`src/rtl/stage_id_if.sv`:
```
// Signal bundle between the decode stage and its neighbours: fetch inputs,
// EXE hazard/flush inputs, register-file read port and decoded outputs.
interface stage_id_if;
    logic [63:0] if_pc;
    logic [31:0] if_instr;
    logic        if_ready;
    logic        exe_redirect;
    logic        exe_valid;
    logic        exe_is_load;
    logic [4:0]  exe_rd;
    logic        exe_stall;
    logic [4:0]  rf_raddr1;
    logic [4:0]  rf_raddr2;
    logic [63:0] rf_rdata1;
    logic [63:0] rf_rdata2;
    logic        id_stall;
    logic        id_valid;
    logic [63:0] id_pc;
    logic [31:0] id_instr;
    logic [63:0] id_rs1_val;
    logic [63:0] id_rs2_val;
    logic [63:0] id_imm;
    logic [4:0]  id_rd;
    logic [2:0]  id_funct3;
    logic        id_funct7_5;
    logic        id_reg_write;
    logic        id_mem_read;
    logic        id_mem_write;
    logic        id_branch;
    logic        id_jump;
    logic        id_word;
    logic        id_alu_imm;
    logic        id_illegal;

    modport master (
        output if_pc, if_instr, if_ready, exe_redirect, exe_valid, exe_is_load,
               exe_rd, exe_stall, rf_rdata1, rf_rdata2,
        input  rf_raddr1, rf_raddr2, id_stall, id_valid, id_pc, id_instr,
               id_rs1_val, id_rs2_val, id_imm, id_rd, id_funct3, id_funct7_5,
               id_reg_write, id_mem_read, id_mem_write, id_branch, id_jump,
               id_word, id_alu_imm, id_illegal
    );

    modport slave (
        input  if_pc, if_instr, if_ready, exe_redirect, exe_valid, exe_is_load,
               exe_rd, exe_stall, rf_rdata1, rf_rdata2,
        output rf_raddr1, rf_raddr2, id_stall, id_valid, id_pc, id_instr,
               id_rs1_val, id_rs2_val, id_imm, id_rd, id_funct3, id_funct7_5,
               id_reg_write, id_mem_read, id_mem_write, id_branch, id_jump,
               id_word, id_alu_imm, id_illegal
    );
endinterface

```
`src/rtl/stage_id.sv`:
```
// RV64I instruction-decode stage: IF/ID register, immediate/control decode,
// register-file addressing and load-use hazard stall generation.
module stage_id #(
    parameter logic [31:0] NOP_INSTR = 32'h0000_0013
) (
    input logic     clk,
    input logic     rst,
    stage_id_if.slave bus
);
    typedef enum logic [2:0] {
        FMT_NONE,
        FMT_R,
        FMT_I,
        FMT_S,
        FMT_B,
        FMT_U,
        FMT_J
    } fmt_e;

    logic        valid_q;
    logic [63:0] pc_q;
    logic [31:0] instr_q;

    fmt_e        fmt;
    logic        illegal;
    logic        is_load;
    logic        is_store;
    logic        is_branch;
    logic        is_jump;
    logic        is_word;
    logic        uses_rs1;
    logic        uses_rs2;
    logic        writes_rd;
    logic [63:0] imm;
    logic        load_use;
    logic        hold;
    logic        en;

    // Opcodes whose low two bits are not 2'b11 never match and fall to illegal.
    always_comb begin
        fmt       = FMT_NONE;
        illegal   = 1'b0;
        is_load   = 1'b0;
        is_store  = 1'b0;
        is_branch = 1'b0;
        is_jump   = 1'b0;
        is_word   = 1'b0;
        case (instr_q[6:0])
            7'b0110111, 7'b0010111: fmt = FMT_U;
            7'b1101111: begin fmt = FMT_J; is_jump = 1'b1; end
            7'b1100111: begin fmt = FMT_I; is_jump = 1'b1; end
            7'b1100011: begin fmt = FMT_B; is_branch = 1'b1; end
            7'b0000011: begin fmt = FMT_I; is_load = 1'b1; end
            7'b0100011: begin fmt = FMT_S; is_store = 1'b1; end
            7'b0010011: fmt = FMT_I;
            7'b0011011: begin fmt = FMT_I; is_word = 1'b1; end
            7'b0110011: fmt = FMT_R;
            7'b0111011: begin fmt = FMT_R; is_word = 1'b1; end
            7'b0001111: fmt = FMT_NONE;
            default:    illegal = 1'b1;
        endcase
    end

    always_comb begin
        imm = '0;
        case (fmt)
            FMT_I: imm = {{52{instr_q[31]}}, instr_q[31:20]};
            FMT_S: imm = {{52{instr_q[31]}}, instr_q[31:25], instr_q[11:7]};
            FMT_B: imm = {{51{instr_q[31]}}, instr_q[31], instr_q[7],
                          instr_q[30:25], instr_q[11:8], 1'b0};
            FMT_U: imm = {{32{instr_q[31]}}, instr_q[31:12], 12'b0};
            FMT_J: imm = {{43{instr_q[31]}}, instr_q[31], instr_q[19:12],
                          instr_q[20], instr_q[30:21], 1'b0};
            default: imm = '0;
        endcase
    end

    assign uses_rs1  = (fmt == FMT_R) || (fmt == FMT_I) || (fmt == FMT_S) || (fmt == FMT_B);
    assign uses_rs2  = (fmt == FMT_R) || (fmt == FMT_S) || (fmt == FMT_B);
    assign writes_rd = (fmt == FMT_R) || (fmt == FMT_I) || (fmt == FMT_U) || (fmt == FMT_J);

    assign load_use = valid_q && bus.exe_valid && bus.exe_is_load && (bus.exe_rd != 5'd0) &&
                      ((uses_rs1 && (instr_q[19:15] == bus.exe_rd)) ||
                       (uses_rs2 && (instr_q[24:20] == bus.exe_rd)));
    assign hold = bus.exe_stall || load_use;
    assign en   = valid_q && !load_use && !bus.exe_redirect;

    // Flush wins over any stall; a held stage keeps pc/instr/valid untouched.
    always_ff @(posedge clk) begin
        if (!rst) begin
            valid_q <= 1'b0;
            pc_q    <= '0;
            instr_q <= NOP_INSTR;
        end else if (bus.exe_redirect) begin
            valid_q <= 1'b0;
            instr_q <= NOP_INSTR;
        end else if (!hold) begin
            valid_q <= bus.if_ready;
            pc_q    <= bus.if_pc;
            instr_q <= bus.if_instr;
        end
    end

    assign bus.rf_raddr1 = uses_rs1 ? instr_q[19:15] : 5'd0;
    assign bus.rf_raddr2 = uses_rs2 ? instr_q[24:20] : 5'd0;

    // Nothing is held while reset is asserted, so fetch is never stalled then.
    assign bus.id_stall     = rst && hold && !bus.exe_redirect;
    assign bus.id_valid     = en;
    assign bus.id_pc        = pc_q;
    assign bus.id_instr     = instr_q;
    assign bus.id_rs1_val   = bus.rf_rdata1;
    assign bus.id_rs2_val   = bus.rf_rdata2;
    assign bus.id_imm       = imm;
    assign bus.id_rd        = (en && writes_rd) ? instr_q[11:7] : 5'd0;
    assign bus.id_funct3    = instr_q[14:12];
    assign bus.id_funct7_5  = instr_q[30];
    assign bus.id_reg_write = (bus.id_rd != 5'd0);
    assign bus.id_mem_read  = en && is_load;
    assign bus.id_mem_write = en && is_store;
    assign bus.id_branch    = en && is_branch;
    assign bus.id_jump      = en && is_jump;
    assign bus.id_word      = en && is_word;
    assign bus.id_alu_imm   = en && ((fmt == FMT_I) || (fmt == FMT_U) || (fmt == FMT_S));
    assign bus.id_illegal   = en && illegal;
endmodule

```
`src/flat_wrapper.sv`:
```
// flat-port wrapper written by rule: the top's interface ports become plain ports
module stage_id_flat 
#(
    parameter logic [31:0] NOP_INSTR = 32'h0000_0013
)
  (clk, rst, bus_if_pc, bus_if_instr, bus_if_ready, bus_exe_redirect, bus_exe_valid, bus_exe_is_load, bus_exe_rd, bus_exe_stall, bus_rf_rdata1, bus_rf_rdata2, bus_rf_raddr1, bus_rf_raddr2, bus_id_stall, bus_id_valid, bus_id_pc, bus_id_instr, bus_id_rs1_val, bus_id_rs2_val, bus_id_imm, bus_id_rd, bus_id_funct3, bus_id_funct7_5, bus_id_reg_write, bus_id_mem_read, bus_id_mem_write, bus_id_branch, bus_id_jump, bus_id_word, bus_id_alu_imm, bus_id_illegal);
  stage_id_if bus_i ();
  input logic clk;
  input logic rst;
  input wire logic [$bits(bus_i.if_pc)-1:0] bus_if_pc;
  input wire logic [$bits(bus_i.if_instr)-1:0] bus_if_instr;
  input wire logic [$bits(bus_i.if_ready)-1:0] bus_if_ready;
  input wire logic [$bits(bus_i.exe_redirect)-1:0] bus_exe_redirect;
  input wire logic [$bits(bus_i.exe_valid)-1:0] bus_exe_valid;
  input wire logic [$bits(bus_i.exe_is_load)-1:0] bus_exe_is_load;
  input wire logic [$bits(bus_i.exe_rd)-1:0] bus_exe_rd;
  input wire logic [$bits(bus_i.exe_stall)-1:0] bus_exe_stall;
  input wire logic [$bits(bus_i.rf_rdata1)-1:0] bus_rf_rdata1;
  input wire logic [$bits(bus_i.rf_rdata2)-1:0] bus_rf_rdata2;
  output wire logic [$bits(bus_i.rf_raddr1)-1:0] bus_rf_raddr1;
  output wire logic [$bits(bus_i.rf_raddr2)-1:0] bus_rf_raddr2;
  output wire logic [$bits(bus_i.id_stall)-1:0] bus_id_stall;
  output wire logic [$bits(bus_i.id_valid)-1:0] bus_id_valid;
  output wire logic [$bits(bus_i.id_pc)-1:0] bus_id_pc;
  output wire logic [$bits(bus_i.id_instr)-1:0] bus_id_instr;
  output wire logic [$bits(bus_i.id_rs1_val)-1:0] bus_id_rs1_val;
  output wire logic [$bits(bus_i.id_rs2_val)-1:0] bus_id_rs2_val;
  output wire logic [$bits(bus_i.id_imm)-1:0] bus_id_imm;
  output wire logic [$bits(bus_i.id_rd)-1:0] bus_id_rd;
  output wire logic [$bits(bus_i.id_funct3)-1:0] bus_id_funct3;
  output wire logic [$bits(bus_i.id_funct7_5)-1:0] bus_id_funct7_5;
  output wire logic [$bits(bus_i.id_reg_write)-1:0] bus_id_reg_write;
  output wire logic [$bits(bus_i.id_mem_read)-1:0] bus_id_mem_read;
  output wire logic [$bits(bus_i.id_mem_write)-1:0] bus_id_mem_write;
  output wire logic [$bits(bus_i.id_branch)-1:0] bus_id_branch;
  output wire logic [$bits(bus_i.id_jump)-1:0] bus_id_jump;
  output wire logic [$bits(bus_i.id_word)-1:0] bus_id_word;
  output wire logic [$bits(bus_i.id_alu_imm)-1:0] bus_id_alu_imm;
  output wire logic [$bits(bus_i.id_illegal)-1:0] bus_id_illegal;
  assign bus_i.if_pc = bus_if_pc;
  assign bus_i.if_instr = bus_if_instr;
  assign bus_i.if_ready = bus_if_ready;
  assign bus_i.exe_redirect = bus_exe_redirect;
  assign bus_i.exe_valid = bus_exe_valid;
  assign bus_i.exe_is_load = bus_exe_is_load;
  assign bus_i.exe_rd = bus_exe_rd;
  assign bus_i.exe_stall = bus_exe_stall;
  assign bus_i.rf_rdata1 = bus_rf_rdata1;
  assign bus_i.rf_rdata2 = bus_rf_rdata2;
  assign bus_rf_raddr1 = bus_i.rf_raddr1;
  assign bus_rf_raddr2 = bus_i.rf_raddr2;
  assign bus_id_stall = bus_i.id_stall;
  assign bus_id_valid = bus_i.id_valid;
  assign bus_id_pc = bus_i.id_pc;
  assign bus_id_instr = bus_i.id_instr;
  assign bus_id_rs1_val = bus_i.id_rs1_val;
  assign bus_id_rs2_val = bus_i.id_rs2_val;
  assign bus_id_imm = bus_i.id_imm;
  assign bus_id_rd = bus_i.id_rd;
  assign bus_id_funct3 = bus_i.id_funct3;
  assign bus_id_funct7_5 = bus_i.id_funct7_5;
  assign bus_id_reg_write = bus_i.id_reg_write;
  assign bus_id_mem_read = bus_i.id_mem_read;
  assign bus_id_mem_write = bus_i.id_mem_write;
  assign bus_id_branch = bus_i.id_branch;
  assign bus_id_jump = bus_i.id_jump;
  assign bus_id_word = bus_i.id_word;
  assign bus_id_alu_imm = bus_i.id_alu_imm;
  assign bus_id_illegal = bus_i.id_illegal;
  stage_id #(.NOP_INSTR(NOP_INSTR)) u_core (.clk(clk), .rst(rst), .bus(bus_i));
endmodule
```
`config.mk`:
```
export PLATFORM = sky130hd
export DESIGN_NAME = stage_id_flat
export DESIGN_NICKNAME = d
export VERILOG_FILES = /design/src/rtl/stage_id_if.sv /design/src/rtl/stage_id.sv /design/src/flat_wrapper.sv
export SDC_FILE = /design/constraint.sdc
export NUM_CORES = 1
export LEC_CHECK = 0
export BUFFER_PORTS_ARGS = -buffer_cell sky130_fd_sc_hd__buf_2
export CORE_AREA = 4 4 215 217
export DETAILED_ROUTE_END_ITERATION = 10
export DIE_AREA = 0 0 219 221
export PLACE_DENSITY = 0.44
export SLEW_MARGIN = 5
export SYNTH_ARGS = -nofsm -noshare
export SYNTH_HDL_FRONTEND = slang
export SYNTH_SLANG_ARGS = --single-unit
```
`constraint.sdc`:
```
create_clock -name clk -period 5.1 [get_ports clk]
set_input_delay 1.02 -clock clk [delete_from_list [all_inputs] [get_ports clk]]
set_output_delay 1.02 -clock clk [all_outputs]
set_load 0.01 [all_outputs]
```
=== Word-level counts from Yosys, hierarchy flattened ===
Cells that the tools add are included.
Widths: inputs -> output; s select.

* Register bits: 97
* Output and inout port bits: 317
* Word-level logic and storage cells: 78

* Equal/unequal tests: 20
* Multiplexer cells: 11
* Bitwise operators: 3
* Reductions and logical operators: 41

{| class="wikitable"
|+ Operators with widths
! kind !! count
|-
| $pmux 64 s5 || 1
|-
| $eq 7x6->1 const B || 4
|-
| $eq 7x5->1 const B || 3
|-
| $eq 7x7->1 const B || 3
|-
| $logic_and 1x1->1 || 18
|-
| $pmux 3 s6 || 1
|-
| $mux 5 || 3
|-
| $reduce_or 12->1 || 1
|-
| $logic_or 1x1->1 || 11
|-
| $eq 5x5->1 || 2
|-
| $reduce_bool 5->1 || 2
|-
| $reduce_or 2->1 || 5
|-
| $eq 3x3->1 const B || 3
|-
| $eq 7x2->1 const B || 1
|-
| $eq 7x4->1 const B || 1
|-
| $eq 3x2->1 const B || 2
|-
| $mux 1 || 6
|-
| $reduce_or 4->1 || 1
|-
| $eq 3x1->1 const B || 1
|-
| $not 1->1 || 3
|-
| $logic_not 1->1 || 2
|-
| $reduce_and 2->1 || 1
|}

=== Longest topological paths before layout ===
Gate-level depths: netlist (run 1).

* Word-level depth: 16
* Mapped depth: 13
* Gate-level depth less buffers: 10

=== Worst setup path after synthesis (run 1) ===
OpenSTA, ideal clock, no wires.

* Path type: reg2out
* Start point: register u_core.instr_q[4] (netlist: u_core.bus.id_instr[4])
* End point: output port bus_id_imm[32]
* Data arrival time: 3.489 ns
* Path slack: 0.591 ns
* Cell stages (with the launch flop): 11
* Buffers on the path: 2
* Path through: dfxtp_1 clkbuf_8 nor2_1 a21oi_1 or3_1 a21o_2 inv_1 ha_1 mux2i_1 a31oi_1 buf_4

* Cells in the longest elaborated chain, start to end: 5
* Elaborated cells between the ends (all ways): 21

{| class="wikitable"
|+ Ends and longest elaborated chain
! item !! line !! source
|-
| from (decl) || stage_id.sv:22 || <nowiki>logic [31:0] instr_q;</nowiki>
|-
| from (signal assigned) || stage_id.sv:100 || <nowiki>instr_q <= bus.if_instr;</nowiki>
|-
| $eq 7x5->1 (tied with other cells) || stage_id.sv:48 || <nowiki>case (instr_q[6:0])</nowiki>
|-
| $reduce_or 4->1 (no source line) / $reduce_or 2->1 (equally long branches) || - ||
|-
| $pmux 3 s6 (*) || stage_id.sv:48 ||
|-
| $eq 3x3->1 / $eq 3x2->1 (equally long branches) || stage_id.sv:66 || <nowiki>case (fmt)</nowiki>
|-
| $pmux 64 s5 (*) || stage_id.sv:66 ||
|-
| to (decl) || flat_wrapper.sv:28 || <nowiki>output wire logic [$bits(bus_i.id_imm)-1:0] bus_id_imm;</nowiki>
|}

Every way passes the cells marked *; elsewhere a longest branch is shown, timed or not.

=== Worst setup path after layout (run 1) ===
* Start point: register u_core.instr_q[3] (netlist: u_core.bus.id_instr[3])
* End point: output port bus_id_mem_read

* Cells in the longest elaborated chain, start to end: 14
* Elaborated cells between the ends (all ways): 33

{| class="wikitable"
|+ Ends and longest elaborated chain
! item !! line !! source
|-
| $eq 7x5->1 (tied with other cells) || stage_id.sv:48 ||
|-
| $reduce_or 4->1 (no source line) / $reduce_or 2->1 (equally long branches) || - ||
|-
| $pmux 3 s6 || stage_id.sv:48 ||
|-
| $eq 3x1->1 / $eq 3x2->1 (equally long branches) || stage_id.sv:78, stage_id.sv:79 ||
|-
| $logic_or 1x1->1 (3 in a row) || stage_id.sv:78 || <nowiki>assign uses_rs1 = (fmt == FMT_R) || (fmt == FMT_I) || (fmt == FMT_S) || (fmt == FMT_B);</nowiki>
|-
| $logic_and 1x1->1 || stage_id.sv:83 || <nowiki>((uses_rs1 && (instr_q[19:15] == bus.exe_rd)) ||</nowiki>
|-
| $logic_or 1x1->1 || stage_id.sv:83 ||
|-
| $logic_and 1x1->1 || stage_id.sv:82 || <nowiki>assign load_use = valid_q && bus.exe_valid && bus.exe_is_load && (bus.exe_rd != 5'd0) &&</nowiki>
|-
| $logic_not 1->1 || stage_id.sv:86 || <nowiki>assign en = valid_q && !load_use && !bus.exe_redirect;</nowiki>
|-
| $logic_and 1x1->1 (2 in a row) || stage_id.sv:86 ||
|-
| $logic_and 1x1->1 (*) || stage_id.sv:119 || <nowiki>assign bus.id_mem_read = en && is_load;</nowiki>
|-
| to (decl) || flat_wrapper.sv:33 || <nowiki>output wire logic [$bits(bus_i.id_mem_read)-1:0] bus_id_mem_read;</nowiki>
|}

Marked as above.

==> impl_metrics.env, run 1 <==
export IMPL_arrival_ps=3710
export IMPL_switching_share=0.2922
export IMPL_path_class="reg -> out"
export IMPL_fin_crit_ps=4727
export IMPL_area_growth_syn_to_layout_pct=15.52
export IMPL_vdd_drop_max_v=0.0001394
export IMPL_grt_max_degree=95
export IMPL_vias=5059
export IMPL_tns_ps=0
export IMPL_seq_power_share=0.439
export IMPL_dieHeight_um=221
export IMPL_dp_hpwl_um=15810
export IMPL_routed_wl_um=20560
export IMPL_cts_max_path_buffers=2
export IMPL_slew_headroom=0.3063
export IMPL_synthArstFlopShare=0
export IMPL_final_period_utilization=0.9268
export IMPL_drive_gt1_frac=0.4031
export IMPL_portBuffers=296
export IMPL_fmax_ghz=0.2116
export IMPL_p_int_w=0.001322
export IMPL_insertion_delay_ps=380
export IMPL_rsz0062_at_grt="false"
export IMPL_grt_overflow_total=0
export IMPL_pwr_share_clk=0.394
export IMPL_pre_cts_slack_ps=737.3
export IMPL_hold_class="reg -> reg"
export IMPL_hold_buffers=0
export IMPL_tightestPinTransition_ps=1038
export IMPL_antenna_cells=0
export IMPL_synth_seq_cells=97
export IMPL_cts_sinks=97
export IMPL_cts_resized=0
export IMPL_tritoncts="yes"
export IMPL_critPathRequiredTime_ps=4080
export IMPL_start_kind="register"
export IMPL_synth_edf_count=0
export IMPL_hold_viol_final=0
export IMPL_power_density_nw_per_um2=257.1
export IMPL_fp_dieW_um=219
export IMPL_setup_violations=0
export IMPL_drc_errors=0
export IMPL_coreArea_um2=44120
export IMPL_wl_per_cell_um=14.30
export IMPL_grt_usage=0.08169
export IMPL_syn_nets=970
export IMPL_htreeDepth=3
export IMPL_critPathMaxFanout=14
export IMPL_layout_nets=1081
export IMPL_postCtsSetupBuffers=0
export IMPL_antenna_left=0
export IMPL_maxCapViolations=0
export IMPL_dp_cells=1422
export IMPL_synth_seq_area_share=0.3089
export IMPL_row_count=77
export IMPL_yosysUniqueCellTypes=49
export IMPL_fin_skew_ps=11.62
export IMPL_finalMaxSlewViolations=0
export IMPL_reg2reg_slack_ps=1630
export IMPL_switchingPower_w=0.0005458
export IMPL_grt_pass1_vias=4954
export IMPL_cts_inserted_buffers=9
export IMPL_cts_root_buf="clkbuf_16"
export IMPL_antenna_found_initial=1
export IMPL_outcome="finished clean"
export IMPL_grt_pass1_wl_um=30070
export IMPL_die_area_um2=48400
export IMPL_synth_area_per_cell_um2=8.613
export IMPL_yosys_warnings=0
export IMPL_finalNonFillerCells=1438
export IMPL_leakagePower_nw=3.658
export IMPL_drtIter0Drc=245
export IMPL_clkSlewWorstSetupHoldPaths_ps=80
export IMPL_combPwrFrac=0.167
export IMPL_synthFlopType="dfxtp_1"
export IMPL_first_pass_iters=4
export IMPL_viasPerCell=3.518
export IMPL_pin_count=553
export IMPL_syn_inst=730
export IMPL_endpoint_kind="output port"
export IMPL_layout_setup_ws_ps=373.4
export IMPL_synth_area_um2=6287
export IMPL_gp_congestion=0.7846
export IMPL_initial_core_util=0.1425
[area by class of cell]
type / instances / area (um2)
clock buffer: 11 / 242.7
clock inverter: 5 / 62.56
fill: 5073 / 36860
inverter: 8 / 30.03
multi-input combinational: 422 / 2684
sequential: 97 / 1942
tap: 592 / 740.7
timing repair buffer: 303 / 1562
[kinds of logic after synthesis]
logic type	count (synthesis)	share of synthesized area
and+or+nand+nor	261	0.1829
xor gates and xnor gates	11	0.01532
buffers and inverters	211	0.2685
adders and majority gates	4	0.007961
DFF	97	0.3089
AOI/OAI and AO/OA	47	0.05871
muxes	99	0.1578
[metal layers]
| metal | track usage | wire [um] | vias up |
|---|---|---|---|
| met5 | 0 | 0 | - |
| met3 | 0.04458 | 2507 | 46 |
| met1 | 0.09202 | 8380 | 2275 |
| met4 | 0.04098 | 750 | 0 |
| li1 | - | - | 2421 |
| met2 | 0.1246 | 8919 | 317 |
[critical path: stages (launching register included)]
cell and delay (ps):
dfxtp_1 430, nor2_1 280, a21oi_1 60, or3_1 320, a21o_2 250, inv_1 90, ha_1 410, o21ai_0 220
nor4_2 590, a211o_2 390, nor4_1 110, buf_2 170
[worst paths after layout]
path | endpoint | depth (start not counted) | start
setup / recovery | bus_id_mem_read | 11 | u_core.bus.id_instr[3]
hold / removal | u_core.bus.id_pc[60] | 2 | u_core.bus.id_pc[60]
setup reg to reg | u_core.bus.id_pc[10] | 10 | u_core.bus.id_instr[3]
hold reg to reg | u_core.bus.id_pc[60] | 2 | u_core.bus.id_pc[60]
[state kept, by name, indices dropped and copies added (netlist names)]
name                 flops
u_core.bus.id_instr     32
u_core.bus.id_pc        64
u_core.valid_q           1
[power by group through the flow]
stage / clock [W] / sequential, W / combinational [W]
after floorplan: 0 / 0.000847 / 0.000296
after global placement: 0 / 0.000838 / 0.000316
after detailed placement: 0 / 0.000839 / 0.000318
after CTS: 0.000792 / 0.000821 / 0.000319
after global routing: 0.000815 / 0.000826 / 0.000344
final: 0.000736 / 0.000821 / 0.000311
[stage by stage]
| stage | total power (W) | instance area [um2] | hold WS [ps] | utilization |
|---|---|---|---|---|
| 6_report | 0.001868 | 7263 | 453.9 | 0.1646 |
| 5_1_grt | 0.001985 | 7263 | 476.9 | 0.1646 |
| 4_1_cts | 0.001932 | 7263 | 460.2 | 0.1646 |
| 3_5_place_dp | 0.001157 | 6958 | 446.9 | 0.1577 |
| 3_3_place_gp | 0.001154 | 6958 | 439.0 | 0.1577 |
| 2_1_floorplan | 0.001143 | 6287 | 448.4 | - |
[Yosys cell counts, types with 3 or more instances]
cell type    n  share of area
a21o_1      20          0.024
a21oi_1      5         0.0040
a22o_1       4         0.0056
and2_1      11          0.011
and2_2       5         0.0060
buf_12       7          0.022
buf_4      164           0.20
buf_6        5         0.0090
clkbuf_1    11         0.0066
clkbuf_8    12          0.026
dfxtp_1     97           0.31
ha_1         4         0.0080
inv_1        8         0.0048
mux2i_1     98           0.16
nand2_1    195           0.12
nand2b_1     3         0.0030
nand3_1      3         0.0024
nor2_1      14         0.0084
nor3_1       5         0.0040
nor3b_1      5         0.0060
nor4_1       4         0.0040
o21ai_0      4         0.0032
or3_1        3         0.0030
xnor2_1      4         0.0056
xor2_1       7         0.0098
[placed cells by master (no fill, tap or decap), drive strengths merged, types with 2 or more instances in the layout]
cell type / netlist / final
buf: 179 / 303
nand2: 197 / 197
mux2i: 98 / 98
dfxtp: 97 / 97
a21o: 22 / 22
nor2: 16 / 16
and2: 16 / 16
clkbuf: 23 / 11
inv: 8 / 9
xor2: 7 / 7
a21oi: 6 / 6
nor4: 6 / 6
nor3: 5 / 5
nor3b: 5 / 5
o21ai: 4 / 4
a22o: 4 / 4
xnor2: 4 / 4
ha: 4 / 4
nand2b: 3 / 3
or3: 3 / 3
nand3: 3 / 3
a22oi: 2 / 2
or4: 2 / 2
clkinvlp: 0 / 2
nand3b: 2 / 2
nor2b: 2 / 2
a31oi: 2 / 2
a211oi: 2 / 2
Power figures use the tool's default switching activity.
==> inputs of run 2 (changes only) <==
--- a/config.mk
+++ b/config.mk
@@ -5,10 +5,11 @@
 export SDC_FILE = /design/constraint.sdc
 export NUM_CORES = 1
 export LEC_CHECK = 0
+export ABC_AREA = 1
 export BUFFER_PORTS_ARGS = -buffer_cell sky130_fd_sc_hd__buf_2
-export CORE_AREA = 4 4 215 217
+export CORE_AREA = 4 4 214 216
 export DETAILED_ROUTE_END_ITERATION = 10
-export DIE_AREA = 0 0 219 221
+export DIE_AREA = 0 0 218 220
 export PLACE_DENSITY = 0.44
 export SLEW_MARGIN = 5
 export SYNTH_ARGS = -nofsm -noshare
==> run 2 against run 1 <==
  * Combinational power grew 23%
  * Sequential share of layout area shrank 0.078 points
  * Die area fell by 0.91%
  * Cell area grew 0.29%
  * Non-clock buffer count decreased by 2
  * Hold slack improved by 54 ps
  * Via count rose by 11%
  * Highest routed layer is now met5
==> impl_metrics.env, run 2 <==
export IMPL_postCtsSetupBuffers=0
export IMPL_synth_area_per_cell_um2=6.829
export IMPL_cpMaxStageDelayCell="o311ai_0"
export IMPL_grt_usage=0.1012
export IMPL_r2r_start="u_core.bus.id_instr[4]"
export IMPL_cts_root_buf="clkbuf_16"
export IMPL_cts_resized=0
export IMPL_hold_viol_final=0
export IMPL_layout_nets=1266
export IMPL_grt_max_degree=121
export IMPL_finalMaxSlewViolations=0
export IMPL_crit_family="compound AO/OA/AOI/OAI gates"
export IMPL_critPathMaxFanout=8
export IMPL_grt_overflow_total=0
export IMPL_critPathRequiredTime_ps=4080
export IMPL_fin_util=0.1658
export IMPL_tritoncts="yes"
export IMPL_synth_top_area_frac=0.3128
export IMPL_initial_core_util=0.1413
export IMPL_crit_path_start="u_core.bus.id_instr[4]"
export IMPL_synth_top_cell_by_area="dfxtp_1"
export IMPL_drive_gt1_frac=0.3880
export IMPL_cts_max_path_buffers=2
export IMPL_syn_inst=909
export IMPL_largest_reg_flops=64
export IMPL_gp_congestion=0.9051
export IMPL_slew_headroom=0.3528
export IMPL_coreArea_um2=43930
export IMPL_hold_class="reg -> reg"
export IMPL_pin_count=553
export IMPL_yosys_warnings=0
export IMPL_fillerInstances=5137
export IMPL_portBuffers=296
export IMPL_drtIter0Drc=285
export IMPL_fp_dieW_um=218
export IMPL_grt_pass1_wl_um=34900
export IMPL_fin_skew_ps=18.83
export IMPL_final_common_cell="buf_2"
export IMPL_cpMostUsedCell="inv_1"
export IMPL_synth_area_um2=6207
export IMPL_fmax_ghz=0.2148
export IMPL_synth_most_common_cell="nor2_1"
export IMPL_yosysUniqueCellTypes=33
export IMPL_synth_seq_area_share=0.3128
export IMPL_area_growth_syn_to_layout_pct=17.36
export IMPL_synth_area_leaders="dfxtp_1 31%, buf_4 21%, nor2_1 11%"
export IMPL_tightestPinTransition_ps=964.3
export IMPL_endpoint_kind="output port"
export IMPL_row_count=77
export IMPL_antenna_found_initial=5
export IMPL_leakagePower_nw=4.032
export IMPL_synth_commonest_cells="182 x nor2_1, 170 x buf_4, 147 x nand2_1"
export IMPL_rsz0062_at_grt="false"
export IMPL_final_period_utilization=0.9127
export IMPL_maxCapViolations=0
export IMPL_vias=5591
export IMPL_start_kind="register"
export IMPL_fin_crit_ps=4655
export IMPL_die_area_um2=47960
export IMPL_synth_seq_cells=97
export IMPL_antenna_left=0
export IMPL_outcome="finished clean"
export IMPL_synth_edf_count=0
export IMPL_synthFlopType="dfxtp_1"
export IMPL_syn_nets=1149
export IMPL_hold_buffers=0
export IMPL_vdd_drop_max_v=0.0003012
export IMPL_worst_path_buf_inv=6
export IMPL_dieHeight_um=220
export IMPL_htreeDepth=3
export IMPL_clkSlewWorstSetupHoldPaths_ps=80
export IMPL_viasPerCell=3.443
export IMPL_tns_ps=0
export IMPL_routed_wl_um=25310
export IMPL_synthArstFlopShare=0
export IMPL_insertion_delay_ps=390
export IMPL_hold_start="u_core.bus.id_instr[1]"
export IMPL_arrival_ps=3630
export IMPL_wl_per_cell_um=15.58
export IMPL_path_class="reg -> out"
export IMPL_grt_pass1_vias=5232
export IMPL_first_pass_iters=4
export IMPL_cts_inserted_buffers=9
export IMPL_slowest_delay_ps=560
export IMPL_final_cell_mix="296 x buf_2, 182 x nor2_1, 147 x nand2_1, 114 x inv_1, 97 x dfxtp_1"
export IMPL_drc_errors=0
export IMPL_power_density_nw_per_um2=266.5
export IMPL_cts_sinks=97
export IMPL_worstPathCellList="inv_2, nor2_4, inv_1, nor2_1, inv_1, o311ai_0, inv_1, ha_1, o31ai_1, a21oi_2, nand2_4, nand2_1, inv_1, nand3_1, nand3_1, buf_2"
export IMPL_setup_violations=0
export IMPL_dp_hpwl_um=20420
## run 2: report_power, final
part,internal [W],leakage [nW],switching [W]
logic,0.000144,3.09,0.000239
clock network,0.000345,0.145,0.000380
registers,0.000801,0.799,0.0000322
## run 2: metal layers
layer  GRT usage  up-vias  part of all wire
met5           0        -           0.00091
li1            -     2776                 -
met3     0.07212       52              0.15
met4     0.04782        4             0.044
met1      0.1025     2390              0.37
met2      0.1579      369              0.44
## run 2: worst register-to-register path: stages (launching register included)
cell	delay [ps]
dfxtp_1	400
inv_2	80
nor2_4	120
inv_1	60
nor2_1	120
inv_1	90
o311ai_0	560
inv_1	150
ha_1	280
o31ai_1	350
a21oi_2	120
nand2_4	110
nand2_2	110
inv_2	80
buf_4	390
nand2_1	220
nand3_1	110
inv_1	50
## run 2: path summary, 6_finish.rpt
path	cells after the start	slack, ps	end
worst max-delay path	16	450	bus_id_reg_write
worst min-delay path	2	510	u_core.bus.id_instr[1]
worst max register to register	17	1590	u_core.valid_q
worst min register to register	2	510	u_core.bus.id_instr[1]
## run 2: cell families after synthesis
kind of cell / count (synthesis) / synth area share
XOR/XNOR: 6 / 0.008468
buffers and inverters: 315 / 0.3132
flip-flops: 97 / 0.3128
adder cells (fa/ha/maj): 4 / 0.008063
AND/OR/NAND/NOR: 423 / 0.3001
AO/OA/AOI/OAI: 64 / 0.05725
## run 2: through the flow
stage / power [W] / hold slack, ps / area, um2 / worst slack [ps] / cells
after floorplan: 0.001194 / 500.1 / 6207 / 631.5 / 909
after global placement: 0.001236 / 478.5 / 6989 / 892.8 / 1607
after detailed placement: 0.001240 / 493.4 / 6989 / 840.5 / 1607
after CTS: 0.002012 / 510.8 / 7282 / 354.7 / 1623
after global routing: 0.002089 / 524.5 / 7282 / 31.13 / 1623
final: 0.001941 / 508.3 / 7284 / 445.4 / 1624
## run 2: area by class of cell
type	instances	area [um2]	area share
Antenna cell	1	2.502	0.0003435
Clock buffer	9	225.2	0.03092
Clock inverter	7	67.56	0.009275
Inverter	120	450.4	0.06183
Multi-Input combinational cell	497	2325	0.3191
Sequential cell	97	1942	0.2666
Tap cell	592	740.7	0.1017
Timing Repair Buffer	301	1531	0.2102
==> inputs of run 3 (changes only) <==
==> constraint.sdc (replaced) <==
create_clock -name clk -period 5.2 [get_ports clk]
set_input_delay 1.04 -clock clk [delete_from_list [all_inputs] [get_ports clk]]
set_output_delay 1.04 -clock clk [all_outputs]
set_load 0.01 [all_outputs]
==> run 3 against run 2 <==
  * Hold slack worse by 5.2 ps
  * Critical path depth is 3 lower
  * Register-to-register slack got worse by 240 ps
  * First-iteration DRC count fell by 12%
  * Setup slack worse by 1.5 ps
  * Routed wire length hardly changed
  * Global-route usage is essentially flat
  * Critical path type unchanged
  * Critical endpoint is now bus_id_imm[18]
==> impl_metrics.env, run 3 (synthesis gave the netlist of run 2 again) <==
export IMPL_outcome="finished clean"
export IMPL_clkSlewWorstSetupHoldPaths_ps=80
export IMPL_wl_per_cell_um=15.57
export IMPL_final_common_cell="buf_2"
export IMPL_cpMostUsedCell="inv_1"
export IMPL_vdd_drop_max_v=0.0002320
export IMPL_layout_nets=1268
export IMPL_grt_pass1_vias=5246
export IMPL_viasPerCell=3.479
export IMPL_grt_pass1_wl_um=35110
export IMPL_maxCapViolations=0
export IMPL_dieHeight_um=220
export IMPL_initial_core_util=0.1413
export IMPL_antenna_found_initial=5
export IMPL_row_count=77
export IMPL_postPlaceCellArea_um2=7004
export IMPL_coreArea_um2=43930
export IMPL_cpMaxStageDelayCell="o21ai_1"
export IMPL_critPathMaxFanout=8
export IMPL_hold_viol_final=0
export IMPL_tns_ps=0
export IMPL_cts_root_buf="clkbuf_16"
export IMPL_drive_gt1_frac=0.3892
export IMPL_drtIter0Drc=250
export IMPL_slowest_delay_ps=760
export IMPL_htreeDepth=3
export IMPL_fin_util=0.1665
export IMPL_area_growth_syn_to_layout_pct=17.84
export IMPL_cts_resized=0
export IMPL_fmax_ghz=0.2103
export IMPL_critPathRequiredTime_ps=4160
export IMPL_path_class="reg -> out"
export IMPL_fin_crit_ps=4756
export IMPL_slew_headroom=0.3480
export IMPL_postCtsSetupBuffers=0
export IMPL_finalMaxSlewViolations=0
export IMPL_cts_max_path_buffers=2
export IMPL_vias=5657
export IMPL_cts_sinks=97
export IMPL_worstPathCellList="inv_2, nor2_4, inv_1, nor2_1, inv_1, o311ai_0, inv_1, ha_1, inv_1, nor2_1, o21ai_1, o21ai_0, buf_2"
export IMPL_fin_area_um2=7315
export IMPL_die_area_um2=47960
export IMPL_tritoncts="yes"
export IMPL_pin_count=553
export IMPL_rsz0062_at_grt="false"
export IMPL_setup_violations=0
export IMPL_cts_inserted_buffers=9
export IMPL_grt_usage=0.1015
export IMPL_drc_errors=0
export IMPL_tightestPinTransition_ps=971.4
export IMPL_final_cell_mix="296 x buf_2, 182 x nor2_1, 147 x nand2_1, 114 x inv_1, 97 x dfxtp_1"
export IMPL_dp_hpwl_um=20620
export IMPL_hold_class="reg -> reg"
export IMPL_gp_congestion=0.8990
export IMPL_portBuffers=296
export IMPL_hold_buffers=0
export IMPL_leakagePower_nw=4.043
export IMPL_finalPower_w=0.001914
export IMPL_grt_overflow_total=0
export IMPL_fp_dieW_um=218
export IMPL_final_period_utilization=0.9146
export IMPL_fin_skew_ps=11.06
export IMPL_antenna_left=0
export IMPL_grt_max_degree=70
export IMPL_routed_wl_um=25320
export IMPL_insertion_delay_ps=390
export IMPL_endpoint_kind="output port"
export IMPL_largest_reg_flops=64
export IMPL_arrival_ps=3720
export IMPL_power_density_nw_per_um2=261.7
export IMPL_start_kind="register"
export IMPL_first_pass_iters=4
export IMPL_hold_ws_ps=503.1
==> run 3: changes by cell type in the layout (fill, tap and decap cells not counted) <==
cell	previous run	this run
buf_4	4	6
clkinv_2	1	0
clkinv_4	1	0
clkinv_8	1	2
clkinvlp_4	0	1
inv_6	3	1
inv_8	1	3
==> run 3: where the power goes <==
part / internal, W / total, W / switching [W]
clock network: 0.000345 / 0.000720 / 0.000375
registers: 0.000786 / 0.000818 / 0.0000315
logic: 0.000142 / 0.000377 / 0.000235
total: 0.00127 / 0.00191 / 0.000641
==> run 3: worst max-delay path, delay by kind of cell (launching register included) <==
family                     cells  cell delay, ps
buffers and inverters          6             730
and+or+nand+nor                3             300
AOI/OAI and AO/OA              3            1620
DFF                            1             380
adders and majority gates      1             290
==> run 3: final timing paths <==
check                                            start                endpoint  slack (ps)  depth (start not counted)
worst min-delay path            u_core.bus.id_instr[0]  u_core.bus.id_instr[0]         500                          2
worst max register to register  u_core.bus.id_instr[4]    u_core.bus.id_pc[42]        1350                         15
worst max-delay path            u_core.bus.id_instr[4]          bus_id_imm[18]         440                         13
worst min register to register  u_core.bus.id_instr[0]  u_core.bus.id_instr[0]         500                          2
==> run 3: area by class of cell <==
class / instances / area [um2]
antenna: 1 / 2.502
clock buffer: 9 / 225.2
clock inverter: 7 / 82.58
fill: 5124 / 36620
inverter: 120 / 450.4
multi-input combinational: 497 / 2325
sequential: 97 / 1942
tap: 592 / 740.7
timing repair buffer: 303 / 1546
==> run 3: layer usage <==
metal,share of wire,vias up,global-route usage
li1,-,2783,-
met1,0.37,2455,0.1032
met2,0.45,363,0.1601
met3,0.15,52,0.06964
met4,0.040,4,0.04719
met5,0.00071,-,0.002083
==> run 3: stage by stage <==
stage | worst slack (ps) | cells
global route | 131.5 | 1625
finish | 443.9 | 1626
CTS | 414.1 | 1625
floorplan | 711.5 | 909
global placement | 948.2 | 1609
detailed placement | 893.5 | 1609
